File: src/rtl/uart_rx_param_if.sv
// Receive-side bundle: serial line and consumer valid/ready with per-frame status.
// Master drives the line and accepts frames; slave is the receiver.
interface uart_rx_param_if #(parameter int DATA_BITS = 8);
  logic                 rx;
  logic                 rx_ready;
  logic [DATA_BITS-1:0] rx_data;
  logic                 rx_valid;
  logic                 frame_err;
  logic                 parity_err;
  logic                 overrun;
  logic                 busy;

  modport master (output rx, rx_ready,
                  input  rx_data, rx_valid, frame_err, parity_err, overrun, busy);
  modport slave  (input  rx, rx_ready,
                  output rx_data, rx_valid, frame_err, parity_err, overrun, busy);
endinterface

File: src/rtl/uart_rx_param.sv
// Parametrised UART receiver: oversampled 2-of-3 voting, optional parity,
// 1/2 stop bits, small frame FIFO on a valid/ready port.
module uart_rx_param #(
  parameter int CLK_HZ     = 50000000,
  parameter int BAUD       = 9600,
  parameter int OVERSAMPLE = 16,
  parameter int DATA_BITS  = 8,
  parameter int PARITY     = 0,
  parameter int STOP_BITS  = 1,
  parameter int FIFO_DEPTH = 4
) (
  input  logic          clk,
  input  logic          rst_n,
  uart_rx_param_if.slave bus
);
  localparam int DIV = (CLK_HZ + BAUD*OVERSAMPLE/2) / (BAUD*OVERSAMPLE);
  localparam int DW  = $clog2(DIV+1);
  localparam int SW  = $clog2(OVERSAMPLE);
  localparam int BW  = $clog2(DATA_BITS+1);
  localparam int PW  = $clog2(FIFO_DEPTH);
  localparam int EW  = DATA_BITS + 2;
  localparam logic [SW-1:0] S_V0  = SW'(OVERSAMPLE/2 - 1);
  localparam logic [SW-1:0] S_V1  = SW'(OVERSAMPLE/2);
  localparam logic [SW-1:0] S_DEC = SW'(OVERSAMPLE/2 + 1);

  typedef enum logic [2:0] {IDLE, START, DATA, PAR, STOP, PUSH} state_e;

  state_e               state_q, state_d;
  logic                 meta_q, rxs_q, rxs_prev_q;
  logic [DW-1:0]        div_q;
  logic [SW-1:0]        smp_q;
  logic [1:0]           vote_q;
  logic [BW-1:0]        bcnt_q, bcnt_d;
  logic [DATA_BITS-1:0] sh_q, sh_d;
  logic                 ferr_q, ferr_d, perr_q, perr_d;
  logic                 start_det, tick, dec, bit_v, push;

  // Arming needs a 1 in the previous clk so a held-low line yields one frame only.
  assign start_det = (state_q == IDLE) && rxs_prev_q && !rxs_q;
  assign tick      = (div_q == DW'(DIV-1));
  assign dec       = tick && (smp_q == S_DEC);
  assign bit_v     = (vote_q[0] & vote_q[1]) | (vote_q[0] & rxs_q) | (vote_q[1] & rxs_q);

  always_ff @(posedge clk or negedge rst_n) begin
    if (!rst_n) begin
      meta_q     <= 1'b1;
      rxs_q      <= 1'b1;
      rxs_prev_q <= 1'b1;
      div_q      <= '0;
      smp_q      <= '0;
      vote_q     <= '0;
    end else begin
      meta_q     <= bus.rx;
      rxs_q      <= meta_q;
      rxs_prev_q <= rxs_q;
      if (start_det || tick) div_q <= '0;
      else                   div_q <= div_q + 1'b1;
      if (start_det)      smp_q <= '0;
      else if (tick)      smp_q <= (smp_q == SW'(OVERSAMPLE-1)) ? '0 : smp_q + 1'b1;
      if (tick && smp_q == S_V0) vote_q[0] <= rxs_q;
      if (tick && smp_q == S_V1) vote_q[1] <= rxs_q;
    end
  end

  always_ff @(posedge clk or negedge rst_n) begin
    if (!rst_n) begin
      state_q <= IDLE;
      bcnt_q  <= '0;
      sh_q    <= '0;
      ferr_q  <= 1'b0;
      perr_q  <= 1'b0;
    end else begin
      state_q <= state_d;
      bcnt_q  <= bcnt_d;
      sh_q    <= sh_d;
      ferr_q  <= ferr_d;
      perr_q  <= perr_d;
    end
  end

  always_comb begin
    state_d = state_q;
    bcnt_d  = bcnt_q;
    sh_d    = sh_q;
    ferr_d  = ferr_q;
    perr_d  = perr_q;
    push    = 1'b0;
    unique case (state_q)
      IDLE: if (start_det) begin
        state_d = START;
        bcnt_d  = '0;
        ferr_d  = 1'b0;
        perr_d  = 1'b0;
      end
      START: if (dec) state_d = bit_v ? IDLE : DATA;
      DATA: if (dec) begin
        sh_d   = {bit_v, sh_q[DATA_BITS-1:1]};
        bcnt_d = bcnt_q + 1'b1;
        if (bcnt_q == BW'(DATA_BITS-1)) begin
          bcnt_d  = '0;
          state_d = (PARITY != 0) ? PAR : STOP;
        end
      end
      PAR: if (dec) begin
        // Even parity wants XOR of data+parity = 0, odd wants 1.
        perr_d  = (^{sh_q, bit_v}) ^ (PARITY == 1);
        state_d = STOP;
      end
      STOP: if (dec) begin
        if (!bit_v) ferr_d = 1'b1;
        bcnt_d = bcnt_q + 1'b1;
        if (bcnt_q == BW'(STOP_BITS-1)) state_d = PUSH;
      end
      PUSH: begin
        push    = 1'b1;
        state_d = IDLE;
      end
      default: state_d = IDLE;
    endcase
  end

  logic [EW-1:0] mem_q [FIFO_DEPTH];
  logic [PW-1:0] wp_q, rp_q;
  logic [PW:0]   cnt_q;
  logic          full, pop, wr, overrun_q;

  assign full = (cnt_q == (PW+1)'(FIFO_DEPTH));
  assign pop  = (cnt_q != '0) && bus.rx_ready;
  assign wr   = push && (!full || pop);

  always_ff @(posedge clk or negedge rst_n) begin
    if (!rst_n) begin
      for (int i = 0; i < FIFO_DEPTH; i++) mem_q[i] <= '0;
      wp_q      <= '0;
      rp_q      <= '0;
      cnt_q     <= '0;
      overrun_q <= 1'b0;
    end else begin
      if (wr) begin
        mem_q[wp_q] <= {sh_q, ferr_q, perr_q};
        wp_q        <= wp_q + 1'b1;
      end
      if (pop) rp_q <= rp_q + 1'b1;
      cnt_q     <= cnt_q + {{PW{1'b0}}, wr} - {{PW{1'b0}}, pop};
      overrun_q <= push && !wr;
    end
  end

  assign {bus.rx_data, bus.frame_err, bus.parity_err} = mem_q[rp_q];
  assign bus.rx_valid = (cnt_q != '0);
  assign bus.overrun  = overrun_q;
  assign bus.busy     = (state_q != IDLE);
endmodule
File: src/flat_wrapper.sv
// flat-port wrapper written by rule: the top's interface ports become plain ports
module uart_rx_param_flat 
#(
  parameter int CLK_HZ     = 50000000,
  parameter int BAUD       = 9600,
  parameter int OVERSAMPLE = 16,
  parameter int DATA_BITS  = 8,
  parameter int PARITY     = 0,
  parameter int STOP_BITS  = 1,
  parameter int FIFO_DEPTH = 4
)
  (clk, rst_n, bus_rx, bus_rx_ready, bus_rx_data, bus_rx_valid, bus_frame_err, bus_parity_err, bus_overrun, bus_busy);
  uart_rx_param_if #(.DATA_BITS(DATA_BITS)) bus_i ();
  input  logic clk;
  input  logic rst_n;
  input wire logic [$bits(bus_i.rx)-1:0] bus_rx;
  input wire logic [$bits(bus_i.rx_ready)-1:0] bus_rx_ready;
  output wire logic [$bits(bus_i.rx_data)-1:0] bus_rx_data;
  output wire logic [$bits(bus_i.rx_valid)-1:0] bus_rx_valid;
  output wire logic [$bits(bus_i.frame_err)-1:0] bus_frame_err;
  output wire logic [$bits(bus_i.parity_err)-1:0] bus_parity_err;
  output wire logic [$bits(bus_i.overrun)-1:0] bus_overrun;
  output wire logic [$bits(bus_i.busy)-1:0] bus_busy;
  assign bus_i.rx = bus_rx;
  assign bus_i.rx_ready = bus_rx_ready;
  assign bus_rx_data = bus_i.rx_data;
  assign bus_rx_valid = bus_i.rx_valid;
  assign bus_frame_err = bus_i.frame_err;
  assign bus_parity_err = bus_i.parity_err;
  assign bus_overrun = bus_i.overrun;
  assign bus_busy = bus_i.busy;
  uart_rx_param #(.CLK_HZ(CLK_HZ), .BAUD(BAUD), .OVERSAMPLE(OVERSAMPLE), .DATA_BITS(DATA_BITS), .PARITY(PARITY), .STOP_BITS(STOP_BITS), .FIFO_DEPTH(FIFO_DEPTH)) u_core (.clk(clk), .rst_n(rst_n), .bus(bus_i));
endmodule
File: config.mk
export PLATFORM = sky130hd
export DESIGN_NAME = uart_rx_param_flat
export DESIGN_NICKNAME = d
export VERILOG_FILES = /design/src/rtl/uart_rx_param_if.sv /design/src/rtl/uart_rx_param.sv /design/src/flat_wrapper.sv
export SDC_FILE = /design/constraint.sdc
export NUM_CORES = 1
export LEC_CHECK = 0
export BUFFER_PORTS_ARGS = -buffer_cell sky130_fd_sc_hd__buf_4
export CORE_ASPECT_RATIO = 1.4
export CORE_MARGIN = 3
export CORE_UTILIZATION = 65
export DETAILED_ROUTE_END_ITERATION = 12
export PLACE_DENSITY = 0.83
export SYNTH_ARGS = -nofsm -noshare
export SYNTH_HDL_FRONTEND = slang
export SYNTH_SLANG_ARGS = --single-unit
File: constraint.sdc
create_clock -name clk -period 3.15 [get_ports clk]
set_input_delay 0.315 -clock clk [delete_from_list [all_inputs] [get_ports clk]]
set_output_delay 0.315 -clock clk [all_outputs]
set_load 0.02 [all_outputs]
== Yosys cells after proc, flatten, opt, wreduce, memory -nomap -nowiden ==
Index checks and enable logic that the tools add are counted.
Word-level totals
  register bits after elaboration: 83
  input port bits: 4
  output and inout bits: 13
  logic and storage cells: 116
Cells by class
  $add $sub $neg: 7
  magnitude comparators: 3
  equality and inequality tests: 20
  multiplexer cells: 31
  bitwise logic cells: 7
  reduce and logical (&&, ||, !) cells: 28
Operator list (number)
  bitwise mux 40 bit: 1
  2-to-1 mux 10 bit: 3
  2-to-1 mux 4 bit: 7
  2-to-1 mux 3 bit: 7
  binary-select mux 10 bit (select 2 bit): 1
  demux 10 bit (select 2 bit): 1
  one-hot mux 3 bit (5 select lines): 1
  != test 2 x 1 -> 1 bit, second input constant: 7
  == test 4 bit, second input constant: 3
  one-hot mux 4 bit (3 select lines): 1
  adder 9 x 1 -> 9 bit, second input constant: 1
  == test 3 bit, second input constant: 3
  == test 9 bit, second input constant: 1
  logical AND 1 bit: 9
  2-to-1 mux 9 bit: 1
  nonzero test 3 bit: 3
  XOR reduction 9 bit: 1
  adder 4 x 1 -> 4 bit, second input constant: 2
  == test 4 x 3 -> 1 bit, second input constant: 2
  AND reduction 4 bit: 2
  AND reduction 7 bit: 1
  == test 3 x 2 -> 1 bit, second input constant: 2
  greater-or-equal comparator 3 bit, second input constant: 2
  inverter 2 -> 3 bit: 2
  other kinds (18): 32

== Longest topological paths before layout ==
Gate-level depths: netlist of run 1.
  depth after elaboration: 6
  gate-level depth with buffers: 9
  depth with buffers taken out: 9

== Worst setup path before layout of run 1 ==
Ideal clock, no wire load.
  path kind: reg2reg
  from: register u_core.cnt_q[0]
  to: register u_core.cnt_q[2]
  library setup time: 0.123 ns
  arrival: 2.193 ns
  required time: 3.027 ns
  slack: 0.835 ns
  cell stages (with the launch flop): 10
  buffers on the path: 0
  period minus slack after synthesis: 2.315 ns
  cell sequence: dfrtp_1 > or3_1 > and2_1 > ha_1 > inv_1 > ha_1 > inv_1 > fa_1 > xnor2_1 > xnor2_1
Between the ends
  longest elaborated chain between the ends: 6
  elaborated cells on any way between the ends: 8
  classes of those cells: add/sub (2); eq/ne (1); reduce/logical (5)
RTL lines
  from (decl): RTL line uart_rx_param.sv:124  | logic [PW:0] cnt_q;
  from (signal assigned): RTL line uart_rx_param.sv:144  | cnt_q <= cnt_q + {{PW{1'b0}}, wr} - {{PW{1'b0}}, pop};
  nonzero test 3 bit *
  via bus_rx_valid: RTL line flat_wrapper.sv:19  | output wire logic [$bits(bus_i.rx_valid)-1:0] bus_rx_valid;
  logical AND 1 bit *: RTL line uart_rx_param.sv:128  | assign pop = (cnt_q != '0) && bus.rx_ready;
  via u_core.pop: RTL line uart_rx_param.sv:125  | logic full, pop, wr, overrun_q;
  logical OR 1 bit: RTL line uart_rx_param.sv:129  | assign wr = push && (!full || pop);
  logical AND 1 bit: RTL line uart_rx_param.sv:129
  adder 3 x 1 -> 3 bit: RTL line uart_rx_param.sv:144
  subtractor 3 x 1 -> 3 bit *: RTL line uart_rx_param.sv:144
Mark *: on every way through the listed nets, which the timed path passes. The rest lies on a longest branch.
A chain may end at the register's enable or synchronous reset.

== Worst setup path in the final report of run 1 ==
  from: register u_core.state_q[2]
  to: register u_core.cnt_q[2]
Between the ends
  longest elaborated chain between the ends: 5
RTL lines
  from (decl): RTL line uart_rx_param.sv:28  | state_e state_q, state_d;
  from (signal assigned): RTL line uart_rx_param.sv:73  | state_q <= state_d;
  == test 3 bit: RTL line uart_rx_param.sv:88  | unique case (state_q)
  2-to-1 mux 1 bit: RTL line uart_rx_param.sv:88
  logical AND 1 bit: RTL line uart_rx_param.sv:129
  via u_core.wr: RTL line uart_rx_param.sv:125
  adder 3 x 1 -> 3 bit: RTL line uart_rx_param.sv:144
  subtractor 3 x 1 -> 3 bit: RTL line uart_rx_param.sv:144
The timed path passes the listed nets, and every way through them passes these cells.

==> results.sh, run 1 <==
export IMPL_wl_um=6420
export IMPL_max_freq_mhz=435
export IMPL_hold_class="in -> reg"
export IMPL_drc=0
export IMPL_crit_family="simple AND/OR/NAND/NOR gates"
export IMPL_synth_seq_cells=83
export IMPL_seqCellArea_sq_um=2080
export IMPL_tightestPinTransition_ns=0.999
export IMPL_rrSetupSlack_ns=0.85
export IMPL_dpl_hpwl_um=4390
export IMPL_synth_area_sq_um=3960
export IMPL_synth_top_family_by_area="multiplexers"
export IMPL_reg2reg_depth=8
export IMPL_grt_pass1_vias=2504
export IMPL_die_area_sq_um=7070
export IMPL_cts_tree="built"
export IMPL_start_kind="flip-flop"
export IMPL_post_cts_setup_buffers=0
export IMPL_cts_htree_levels=3
export IMPL_ys_types=48
export IMPL_start_util=0.675
export IMPL_postSynth_asyncResetShare=1.00
export IMPL_grt_overflow_total=0
export IMPL_path_class="reg -> reg"
export IMPL_fillCellCount=391
export IMPL_rr_endpoint="u_core.cnt_q[2]"
export IMPL_synth_adder_area_share=0.0462
export IMPL_synth_xor_area_frac=0.0487
export IMPL_cts_root_buf="clkbuf_8"
export IMPL_clockPowerShare=0.325
export IMPL_crit_cells=8
export IMPL_cts_sinks=83
export IMPL_setup_slack_ns=0.849
export IMPL_synth_area_mux_share=0.204
export IMPL_die_y_um=98.3
export IMPL_synth_edf_count=0
export IMPL_hold_viol_final=0
export IMPL_arrival_ns=2.58
export IMPL_postRouteAntennaNets=0
export IMPL_synth_simple_area_share=0.118
export IMPL_die_w_um=71.9
export IMPL_mostFrequentLayoutCells="dfrtp_1 (80), mux2_2 (49), nor2_1 (17), buf_4 (16), xnor2_1 (14)"
export IMPL_numCtsBuffers=9
export IMPL_n_antenna_cell=0
export IMPL_cts_hold_buffers_added=0
export IMPL_design_portCount=17
export IMPL_core_sq_um=5860
export IMPL_syn_nets=316
export IMPL_synth_compound_area_frac=0.0364
export IMPL_crit_path_frequent_cell="xnor2_1"
export IMPL_total_power_uw=2420
export IMPL_port_buffers=16
export IMPL_yosysWarnings=0
export IMPL_startpoint="u_core.state_q[2]"
export IMPL_post_route_period_util=0.730
export IMPL_status="finished clean"
export IMPL_vias=2304
export IMPL_end_kind="flip-flop"
export IMPL_drt_iter0_markers=134
export IMPL_worst_hold_path_num_cells=1
export IMPL_multi_input_area_sq_um=1790
export IMPL_rows=33
export IMPL_grt_pass1_wl_um=11400
export IMPL_leakage_uw=0.00210
export IMPL_drv_cap=0
export IMPL_netlist_instances=298
export IMPL_fin_crit_ns=2.30
export IMPL_clock_path_buffers=2
export IMPL_worstSkewPairLatency_ns=0.36
export IMPL_p_sw_uw=687
export IMPL_power_internal_uw=1730
export IMPL_dpl_worst_slack_ns=0.880
export IMPL_clock_skew_final_ns=0.0146
export IMPL_wl_per_cell_um=16.3
export IMPL_critPathRequiredTime_ns=3.43
export IMPL_timing_slew_headroom=0.334
export IMPL_synthFlopType="dfrtp_1"
export IMPL_crit_path_end="u_core.cnt_q[2]"
export IMPL_crit_fanout=12
export IMPL_cp_num_buf_inv=1
export IMPL_layout_drive_gt1_share=0.336
export IMPL_crit_chain="nor2b_1, nand2_1, nor2_2, ha_1, inv_1, fa_1, xnor2_1, xnor2_1"
export IMPL_slowest_stage="dfrtp_1"
export IMPL_gp_congestion=0.789
export IMPL_setup_tns_ns=0
export IMPL_viasPerCell=5.85
export IMPL_powerDensity_nw_per_um2=557
export IMPL_rsz0062_at_grt="no"
export IMPL_comb_power_share=0.138
export IMPL_antenna_found_initial=0
export IMPL_cts_resized=0
export IMPL_grtUsageTotal=0.209
export IMPL_grt_max_degree=84
export IMPL_final_nets=337
export IMPL_area_growth_pct=9.77
export IMPL_r2r_start="u_core.state_q[2]"
export IMPL_drt_first_pass_iters=4
export IMPL_final_max_slew_viol_count=0
export IMPL_path_clk_slew_ns=0.08
export IMPL_seq_power_share=0.537
export IMPL_final_core_util=0.741
export IMPL_sw_frac_of_total=0.284
export IMPL_syn_avg_cell_area_sq_um=13.3
export IMPL_yosysSeqAreaShare=0.526
export IMPL_setup_violations=0
export IMPL_final_common_cell="dfrtp_1"
export IMPL_ir_drop_uv=386
export IMPL_max_stage_delay_ns=0.57
-- layer usage --
metal	vias up	wire, um	share of wire	global-route usage
met5	-	0	0	0
met4	0	147	0.023	0.0970
met3	14	139	0.022	0.0433
met2	19	3380	0.53	0.354
met1	1177	2750	0.43	0.252
li1	1094	-	-	-
-- state kept, by name, summed over array words and instances (netlist names) --
register / cells
u_core.rp_q: 2
u_core.bus.overrun: 1
u_core.rxs_q: 1
u_core.smp_q: 4
u_core.rxs_prev_q: 1
u_core.cnt_q: 3
u_core.state_q: 3
u_core.perr_q: 1
u_core.wp_q: 2
u_core.ferr_q: 1
u_core.bcnt_q: 4
u_core.mem_q: 40
u_core.meta_q: 1
u_core.sh_q: 8
u_core.div_q: 9
u_core.vote_q: 2
-- per-stage QoR --
step | std cells | area [sq um] | hold WS [ns]
3_3_place_gp | 378 | 4130 | 0.346
4_1_cts | 394 | 4340 | 0.0574
5_1_grt | 394 | 4340 | 0.0583
2_1_floorplan | 298 | 3960 | 0.0194
3_5_place_dp | 378 | 4130 | 0.351
6_report | 394 | 4340 | 0.0728
-- layout make-up --
cell class,instances,area share
clock inverter,5,0.0141
multi-input combinational,196,0.413
clock buffer,11,0.0349
inverter,13,0.0112
tap,70,0.0202
sequential,83,0.479
timing repair buffer,16,0.0276
-- worst min path at each step --
stage | slack [ns] | to | from
final | 0.07 | u_core.meta_q | bus_rx
after CTS | 0.06 | u_core.meta_q | bus_rx
after global placement | 0.35 | u_core.rxs_q | u_core.meta_q
after detailed placement | 0.35 | u_core.rxs_q | u_core.meta_q
after floorplan | 0.02 | u_core.bcnt_q[0] | rst_n
after global routing | 0.06 | u_core.meta_q | bus_rx
-- logic make-up after synthesis --
| kind of cell | count (synthesis) |
|---|---|
| flops | 83 |
| simple gates | 73 |
| mux | 62 |
| compound gates | 25 |
| xor+xnor | 22 |
| buf+inv | 19 |
| fa+ha+maj | 14 |
-- power groups by stage --
stage / sequential (uW) / combinational (uW) / clock (uW)
global route: 1320 / 382 / 844
finish: 1300 / 334 / 787
global placement: 1320 / 327 / 0
floorplan: 1230 / 322 / 0
detailed placement: 1320 / 339 / 0
CTS: 1300 / 342 / 801
-- synthesized netlist by cell type (all sizes together), types with 3 or more instances --
master / n / area share
dfrtp: 80 / 0.51
mux2: 49 / 0.14
nor2: 19 / 0.021
nand2: 15 / 0.017
xnor2: 14 / 0.031
ha: 13 / 0.041
inv: 13 / 0.012
mux4: 10 / 0.057
o21ai: 10 / 0.013
xor2: 8 / 0.018
a21oi: 7 / 0.0089
nand2b: 5 / 0.0098
nand3: 5 / 0.0076
buf: 4 / 0.0066
nand4: 4 / 0.0063
and2: 3 / 0.0047
dfstp: 3 / 0.020
mux2i: 3 / 0.0076
nand4b: 3 / 0.010
-- worst reg2reg max path: cells and delay by family (launching register included) --
kind / cells / cell delay (ns)
simple gates: 3 / 0.71
fa+ha+maj: 2 / 0.59
flops: 1 / 0.57
xor+xnor: 2 / 0.31
buf+inv: 1 / 0.05
Note: power is estimated with default switching activity, not from simulation.
==> run 2, diff against run 1 <==
- ABC_AREA: default -> 1
- CORE_UTILIZATION: 65 -> 62
- PLACE_DENSITY: 0.83 -> 0.8
- clock period: 3.15 -> 2.3 ns (I/O delays scaled with it)
==> results.sh, run 2 <==
export IMPL_core_sq_um=6610
export IMPL_final_nets=514
export IMPL_port_buffers=16
export IMPL_dpl_worst_slack_ns=0.162
export IMPL_min_to="u_core.bus.overrun"
export IMPL_viasPerCell=5.40
export IMPL_path_class="reg -> reg"
export IMPL_hold_class="in -> reg"
export IMPL_yosysTopAreaCell="dfrtp_1"
export IMPL_synth_simple_area_share=0.226
export IMPL_wl_um=7920
export IMPL_grt_pass1_wl_um=14200
export IMPL_largest_register="u_core.mem_q"
export IMPL_cts_htree_levels=3
export IMPL_crit_chain="nor2_2, a21oi_1, ha_1, inv_1, ha_1, inv_1, fa_1, xnor2_1, xor2_1"
export IMPL_netlist_instances=476
export IMPL_crit_fanout=3
export IMPL_setup_slack_ns=0.196
export IMPL_critPathRequiredTime_ns=2.56
export IMPL_wl_per_cell_um=13.4
export IMPL_final_core_util=0.704
export IMPL_postRouteAntennaNets=0
export IMPL_grt_overflow_total=0
export IMPL_crit_family="adder cells"
export IMPL_n_antenna_cell=0
export IMPL_synth_edf_count=0
export IMPL_gp_congestion=0.828
export IMPL_synth_top_area_share=0.471
export IMPL_layout_drive_gt1_share=0.138
export IMPL_grtUsageTotal=0.218
export IMPL_rr_endpoint="u_core.cnt_q[2]"
export IMPL_synth_area_mux_share=0
export IMPL_post_route_period_util=0.915
export IMPL_yosysWarnings=0
export IMPL_multi_input_area_sq_um=1890
export IMPL_path_clk_slew_ns=0.07
export IMPL_drv_cap=0
export IMPL_r2r_start="u_core.cnt_q[1]"
export IMPL_largest_register_ffs=40
export IMPL_antenna_found_initial=0
export IMPL_synth_area_sq_um=4250
export IMPL_postSynth_asyncResetShare=1.00
export IMPL_arrival_ns=2.37
export IMPL_die_y_um=104
export IMPL_fin_crit_ns=2.10
export IMPL_synth_xor_area_frac=0.0206
export IMPL_cts_root_buf="clkbuf_8"
export IMPL_setup_tns_ns=0
export IMPL_rsz0062_at_grt="no"
export IMPL_max_stage_delay_ns=0.43
export IMPL_slowest_stage="dfrtp_1"
export IMPL_timing_slew_headroom=0.603
export IMPL_dpl_hpwl_um=5680
export IMPL_yosysSeqAreaShare=0.490
export IMPL_synthFlopType="dfrtp_1"
export IMPL_ys_top_cells_by_count="nand2_1 (120), dfrtp_1 (80), inv_1 (39)"
export IMPL_grt_max_degree=47
export IMPL_setup_violations=0
export IMPL_synth_adder_area_share=0.0430
export IMPL_numCtsBuffers=9
export IMPL_leakage_uw=0.00225
export IMPL_total_power_uw=5550
export IMPL_area_growth_pct=9.58
export IMPL_drc=0
export IMPL_post_cts_setup_buffers=0
export IMPL_status="finished clean"
export IMPL_synth_seq_cells=83
export IMPL_clock_path_buffers=2
export IMPL_ys_types=41
export IMPL_top_regs="u_core.mem_q: 40 flops, u_core.div_q: 9 flops, u_core.sh_q: 8 flops"
export IMPL_design_portCount=17
export IMPL_ir_drop_uv=718
export IMPL_max_freq_mhz=475
export IMPL_worst_hold_path_num_cells=4
export IMPL_die_w_um=75.9
export IMPL_final_max_slew_viol_count=0
export IMPL_end_kind="flip-flop"
export IMPL_cp_num_buf_inv=2
export IMPL_drt_first_pass_iters=4
export IMPL_rows=35
export IMPL_seqCellArea_sq_um=2080
export IMPL_yosysMostFrequentCell="nand2_1"
export IMPL_drt_iter0_markers=169
export IMPL_reg2reg_depth=9
export IMPL_clock_skew_final_ns=0.00962
export IMPL_start_kind="flip-flop"
export IMPL_rrSetupSlack_ns=0.20
export IMPL_cts_tree="built"
export IMPL_vias=3202
export IMPL_final_cell_area_sq_um=4650
export IMPL_synth_compound_area_frac=0.154
export IMPL_mostFrequentLayoutCells="nand2_1 (120), dfrtp_1 (80), inv_1 (39), nor2_1 (36), o21ai_0 (36)"
export IMPL_syn_nets=494
export IMPL_hold_viol_final=0
export IMPL_die_area_sq_um=7890
export IMPL_fillCellCount=503
export IMPL_cts_sinks=83
export IMPL_final_common_cell="nand2_1"
export IMPL_hold_start="bus_rx_ready"
export IMPL_powerDensity_nw_per_um2=1190
export IMPL_start_util=0.642
export IMPL_dpl_instance_area_sq_um=4420
export IMPL_tightestPinTransition_ns=0.594
export IMPL_ys_top_cells_by_area="dfrtp_1 (47%), nand2_1 (11%), o21a_1 (5.8%), o21ai_0 (4.2%), ha_1 (3.8%)"
export IMPL_worstSkewPairLatency_ns=0.35
export IMPL_syn_avg_cell_area_sq_um=8.92
export IMPL_grt_pass1_vias=3210
export IMPL_synth_top_family_by_area="simple AND/OR/NAND/NOR gates"
-- run 2: changes by cell type in the layout (fill, tap and decap cells not counted), sizes merged, moves of 5 or more --
cell    previous run  this run
o21a               1        33
nor2              19        44
nand2             15       122
mux4              10         0
o21ai             10        46
o22ai              1        10
nand3              5        23
xnor2             14         2
mux2              49         0
inv               13        47
nand2b             5         0
-- run 2: repair_timing --
action | in CTS | in global routing
hold endpoints to repair | 35 | 0
hold buffers | 2 | 0
resized for setup | 0 | 1
setup endpoints to repair | 0 | 1
-- run 2: where the power goes --
group / leakage (uW) / internal [uW] / switching [uW]
registers: 0.00109 / 1890 / 300
clock network: 0.000103 / 609 / 501
logic: 0.00106 / 913 / 1340
-- run 2: routing by layer --
layer  vias up  GRT usage  wire length [um]
li1       1596          -                 -
met5         -          0                 0
met3        14     0.0399               203
met4         0     0.0816               160
met1      1550      0.257              3390
met2        42      0.393              4170
-- run 2: cell families after synthesis --
kind of cell / after synthesis
simple gates: 207
compound gates: 101
flops: 83
buf+inv: 61
fa+ha+maj: 14
xor+xnor: 10
-- run 2: worst reg2reg max path: stages, from the launching register on --
cell and delay, ns:
dfrtp_1 0.43, nor2_2 0.07, a21oi_1 0.26, ha_1 0.29, inv_1 0.06, ha_1 0.13
inv_1 0.05, fa_1 0.38, xnor2_1 0.18, xor2_1 0.18
-- run 2: how the worst max path moves through the flow --
stage	startpoint	end	slack, ns	cells past startpoint
floorplan	u_core.state_q[0]	u_core.cnt_q[2]	0.27	10
global placement	u_core.cnt_q[1]	u_core.cnt_q[2]	0.32	9
detailed placement	u_core.cnt_q[1]	u_core.cnt_q[2]	0.16	9
CTS	u_core.cnt_q[1]	u_core.cnt_q[2]	0.15	9
global route	u_core.cnt_q[1]	u_core.cnt_q[2]	0.02	9
finish	u_core.cnt_q[1]	u_core.cnt_q[2]	0.20	9
-- run 2: through the flow --
step | cells | hold slack [ns]
6_report | 593 | 0.267
5_1_grt | 593 | 0.276
4_1_cts | 593 | 0.248
3_5_place_dp | 575 | 0.232
3_3_place_gp | 575 | 0.228
2_1_floorplan | 476 | -0.0656
-- run 2: layout make-up --
cell class	instances	share of cell area
Timing Repair Buffer	22	0.0393
Clock inverter	5	0.0167
Tap cell	92	0.0247
Sequential cell	83	0.447
Inverter	48	0.0387
Multi-Input combinational cell	332	0.405
Clock buffer	11	0.0282
